## src/rtl/tt_um_hoene_protocol_check.sv

```systemverilog
// Serial frame parity checker: counts FRAME_BITS strobed bits per frame, flags
// parity failures, reports aborted frames and keeps a sticky saturating error count.
module tt_um_hoene_protocol_check #(
  parameter int FRAME_BITS = 24,
  parameter bit PARITY_ODD = 1'b0,
  parameter int ERR_CNT_W  = 8
) (
  input  logic                 clk,
  input  logic                 rst_n,
  input  logic                 in_data,
  input  logic                 in_clk,
  input  logic                 in_sync,
  input  logic                 clear_err,
  output logic                 frame_done,
  output logic                 frame_error,
  output logic                 frame_abort,
  output logic                 error,
  output logic [ERR_CNT_W-1:0] err_count
);

  localparam int CNT_W = (FRAME_BITS > 1) ? $clog2(FRAME_BITS) : 1;
  localparam logic [CNT_W-1:0] LAST_BIT = CNT_W'(FRAME_BITS - 1);

  typedef enum logic [1:0] {
    IDLE   = 2'd0,
    ACTIVE = 2'd1,
    ABORT  = 2'd2
  } state_t;

  state_t           state_r;
  logic [CNT_W-1:0] bit_cnt_r;
  logic             parity_r;
  logic             parity_next_s;
  logic             last_bit_s;
  logic             fail_s;

  function automatic logic parity_update(input logic acc, input logic bit_in);
    return acc ^ bit_in;
  endfunction

  // Decode the cycle in which the final (parity) bit of a frame is accepted.
  always_comb begin
    parity_next_s = parity_update(parity_r, in_data);
    last_bit_s    = 1'b0;
    fail_s        = 1'b0;
    if ((state_r == ACTIVE) && in_sync && in_clk && (bit_cnt_r == LAST_BIT)) begin
      last_bit_s = 1'b1;
      fail_s     = (parity_next_s != PARITY_ODD);
    end else begin
      last_bit_s = 1'b0;
      fail_s     = 1'b0;
    end
  end

  // Frame state machine, bit counter, running parity and per-frame pulses.
  always_ff @(posedge clk or negedge rst_n) begin
    if (!rst_n) begin
      state_r     <= IDLE;
      bit_cnt_r   <= CNT_W'(0);
      parity_r    <= 1'b0;
      frame_done  <= 1'b0;
      frame_error <= 1'b0;
      frame_abort <= 1'b0;
    end else begin
      frame_done  <= 1'b0;
      frame_error <= 1'b0;
      frame_abort <= 1'b0;
      case (state_r)
        IDLE: begin
          bit_cnt_r <= CNT_W'(0);
          parity_r  <= 1'b0;
          if (in_sync) begin
            state_r <= ACTIVE;
          end else begin
            state_r <= IDLE;
          end
        end
        ACTIVE: begin
          // A sync drop wins over a coincident strobe; the bit is discarded.
          if (!in_sync) begin
            bit_cnt_r <= CNT_W'(0);
            parity_r  <= 1'b0;
            if (bit_cnt_r != CNT_W'(0)) begin
              state_r     <= ABORT;
              frame_abort <= 1'b1;
            end else begin
              state_r <= IDLE;
            end
          end else if (in_clk) begin
            state_r <= ACTIVE;
            if (last_bit_s) begin
              frame_done  <= 1'b1;
              frame_error <= fail_s;
              bit_cnt_r   <= CNT_W'(0);
              parity_r    <= 1'b0;
            end else begin
              bit_cnt_r <= bit_cnt_r + CNT_W'(1);
              parity_r  <= parity_next_s;
            end
          end else begin
            state_r <= ACTIVE;
          end
        end
        ABORT: begin
          state_r   <= IDLE;
          bit_cnt_r <= CNT_W'(0);
          parity_r  <= 1'b0;
        end
        default: begin
          state_r   <= IDLE;
          bit_cnt_r <= CNT_W'(0);
          parity_r  <= 1'b0;
        end
      endcase
    end
  end

  // Sticky error flag and saturating failure counter; a failing frame beats clear_err.
  always_ff @(posedge clk or negedge rst_n) begin
    if (!rst_n) begin
      error     <= 1'b0;
      err_count <= ERR_CNT_W'(0);
    end else if (fail_s) begin
      error <= 1'b1;
      if (clear_err) begin
        err_count <= ERR_CNT_W'(1);
      end else if (&err_count) begin
        err_count <= err_count;
      end else begin
        err_count <= err_count + ERR_CNT_W'(1);
      end
    end else if (clear_err) begin
      error     <= 1'b0;
      err_count <= ERR_CNT_W'(0);
    end else begin
      error     <= error;
      err_count <= err_count;
    end
  end

endmodule

```

## config.mk

```make
export PLATFORM = sky130hd
export DESIGN_NAME = tt_um_hoene_protocol_check
export DESIGN_NICKNAME = d
export VERILOG_FILES = /design/src/rtl/tt_um_hoene_protocol_check.sv
export SDC_FILE = /design/constraint.sdc
export NUM_CORES = 1
export LEC_CHECK = 0
export ABC_CLOCK_PERIOD_IN_PS = 1700
export CORE_UTILIZATION = 45
export CTS_CLUSTER_SIZE = 16
export DETAILED_ROUTE_END_ITERATION = 6
export PLACE_DENSITY = 0.81
export SYNTH_ARGS = -nofsm -noshare
export SYNTH_HDL_FRONTEND = slang
export SYNTH_SLANG_ARGS = --single-unit
```

## constraint.sdc

```tcl
create_clock -name clk -period 1.7 [get_ports clk]
set_input_delay 0.17 -clock clk [delete_from_list [all_inputs] [get_ports clk]]
set_output_delay 0.17 -clock clk [all_outputs]
set_load 0.01 [all_outputs]
```

==> results.json, run 1 <==
{
  "cts_buffers": 3,
  "antenna_found_initial": 0,
  "drt_iter0_markers": 25,
  "fmax_ghz": 0.568,
  "cts_buffer_depth": 2,
  "rows": 16,
  "violations": "setup timing",
  "cp_num_buf_inv": 0,
  "slew_viol_final": 0,
  "final_cell_mix": "20 x dfrtp_1, 19 x buf_4, 17 x clkdlybuf4s50_1",
  "irDropWorstVdd_mv": 0.714,
  "gp_congestion": 0.782,
  "wl_per_cell_um": 15.5,
  "synth_fp_nets": 107,
  "path_clk_slew_ns": 0.12,
  "syn-mean-instance-area_um2": 10.0,
  "synth_mux_area_share_pct": 1.14,
  "initial_utilization_pct": 49.2,
  "synth_top_family_by_area": "simple AND/OR/NAND/NOR gates",
  "clock_latency_ns": 0.30,
  "root_buffer": "clkbuf_4",
  "finalClockSkew_ns": 0.00186,
  "path_cells": "ha_4, nand4b_1, or3_4, nor3_2, mux2_4",
  "clock-sinks": 20,
  "antenna_cells": 0,
  "cp.required_ns": 1.90,
  "core_area_mm2": 0.00200,
  "route.vias.total": 885,
  "power_frac_clock_pct": 41.4,
  "arrival_ns": 1.96,
  "worstMarginPinSlew_ns": 0.400,
  "syn_inst": 98,
  "drv_cap": 0,
  "critical_path.top_delay_family": "simple AND/OR/NAND/NOR gates",
  "hold_ws_ns": 0.189,
  "power.internal_w": 0.000754,
  "use_met3_pct": 3.74,
  "yosys_warnings": 0,
  "end_kind": "register",
  "synth-compound-area-share_pct": 14.4,
  "synthesis.area_um2": 985,
  "io_pins": 18,
  "synth_top_area_cell": "dfrtp_1",
  "busiest_layer": "met2",
  "routed_via_density": 5.40,
  "drive_above_1_share_pct": 26.3,
  "grt_pass1_wl_mm": 3.75,
  "cts_tree": "done",
  "fin_crit_ns": 1.76,
  "rsz0062_at_grt": "yes",
  "final_common_cell": "dfrtp_1",
  "synth_top_area_share_pct": 50.8,
  "dp_worst_setup_slack_ns": -0.243,
  "port_buffers": 17,
  "synthTopCellsByArea": "dfrtp_1 51%, o21ai_0 4.1%, ha_1 3.8%",
  "grt.total_usage_pct": 21.3,
  "p_leak_nw": 0.603,
  "ys_types": 33,
  "final-setup-viol-count": 4,
  "hold_viol": 0,
  "p_sw_share_pct": 20.2,
  "finalPower_w": 0.000945,
  "synth-adder-area-share_pct": 3.81,
  "drt_pass1_iterations": 4,
  "nets": 147,
  "synth-xor-area-share_pct": 2.67,
  "maxSlewHeadroom_pct": 73.3,
  "cp_slowest_cell": "or3_4",
  "yosys_register_bits": 20,
  "fin_ws_ns": -0.0599,
  "hold_class": "input port to async pin",
  "grt_max_degree": 21,
  "dp_hpwl_mm": 1.46,
  "status": "complete, but fails checks",
  "yosysSeqAreaShare_pct": 50.8,
  "h-tree-depth": 1,
  "cts_hold_buf": 0,
  "cp-start-kind": "register",
  "worstPathMaxFanout": 6,
  "ant_nets": 0,
  "p_comb_share_pct": 7.3,
  "drc_errors": 0,
  "dieArea_mm2": 0.00238,
  "area_delta_synth_final_pct": 46.6,
  "yosys.area_share.simple_pct": 23.4,
  "die_x_um": 48.8,
  "power_frac_seq_pct": 51.3,
  "p_per_area_mw_per_mm2": 655,
  "critPathKind": "register to register",
  "grt_use_met1_pct": 27.3,
  "use_met2_pct": 35.6,
  "grt_pass1_vias": 859,
  "wirelength_mm": 2.54,
  "die_y_um": 48.8,
  "crit_path_max_incr_delay_ns": 0.46,
  "gr-total-overflow": 0,
  "power_switching_w": 0.000191,
  "min_period_over_period_pct": 104
}
==> per-layer routing <==
layer	vias up	routed length, um
met1	425	1090
met4	0	18
li1	430	-
met5	-	0
met2	27	1340
met3	3	88
==> per-stage QoR <==
stage          cell area, um^2  utilization (%)  cells  setup TNS (ns)
4_1_cts                   1390             69.3    162        -0.00160
3_3_place_gp              1270             63.5    152          -0.600
3_5_place_dp              1270             63.5    152           -1.08
2_1_floorplan              992                -     98               0
6_report                  1440             72.1    164          -0.157
5_1_grt                   1440             72.1    164          -0.626
==> state kept, by name, indices dropped and copies added (netlist names) <==
name / cells
parity_r: 1
frame_done: 1
err_count: 8
frame_error: 1
bit_cnt_r: 5
state_r: 2
frame_abort: 1
error: 1
==> logic make-up after synthesis <==
family,after synthesis
adders and majority gates,3
AOI/OAI and AO/OA,23
buffers and inverters,8
muxes,1
DFF,20
xor gates and xnor gates,3
and+or+nand+nor,40
==> final timing paths <==
kind / from / end / slack [ns] / depth (start not counted)
setup / recovery: bit_cnt_r[1] / err_count[7] / -0.06 / 5
hold / removal: rst_n / err_count[2] / 0.19 / 2
setup reg to reg: bit_cnt_r[1] / err_count[7] / -0.06 / 5
hold reg to reg: state_r[1] / state_r[0] / 0.56 / 2
max in group asynchronous: rst_n / err_count[7] / 1.31 / 2
min in group clk: state_r[1] / state_r[0] / 0.56 / 2
==> power groups by stage <==
stage               Clock, W  Combinational [W]  Sequential (W)
floorplan                  0          0.0000195        0.000494
global placement           0          0.0000616        0.000493
detailed placement         0          0.0000640        0.000493
CTS                 0.000401          0.0000649        0.000485
global route        0.000418          0.0000758        0.000486
finish              0.000391          0.0000691        0.000485
==> cells in the mapped netlist, drive strengths merged <==
cell / number
a211oi: 1
a21o: 1
a21oi: 7
a311oi: 2
and3: 1
buf: 1
clkbuf: 1
dfrtp: 20
ha: 3
inv: 6
mux2: 1
nand2: 6
nand3: 5
nand3b: 2
nand4: 1
nand4b: 2
nor2: 8
nor2b: 4
nor3: 2
nor3b: 2
nor4: 1
nor4b: 3
o21ai: 8
o21ba: 1
o22ai: 1
o311ai: 1
o31a: 1
or2b: 1
or3: 2
xnor2: 1
xor2: 2
==> repair_timing <==
item / CTS / global route
endpoints found under the hold margin: 0 / 0
resized for setup: 5 / 12
setup buffers: 6 / 2
setup endpoints to repair: 5 / 11
pin swaps: 4 / 9
==> cell type report <==
type | instances | area [um^2]
tap | 27 | 33.8
clock buffer | 3 | 22.5
multi-input combinational | 70 | 508
clock inverter | 1 | 30.0
inverter | 6 | 25.0
timing repair buffer | 37 | 324
sequential | 20 | 500
fill | 130 | 558
Power figures use the tool's default switching activity.
==> run 2, diff against run 1 <==
- HOLD_SLACK_MARGIN: unset -> 0.1
==> results of run 2 <==
Same layout as run 1: the final DEF is identical, and so are final timing and power.
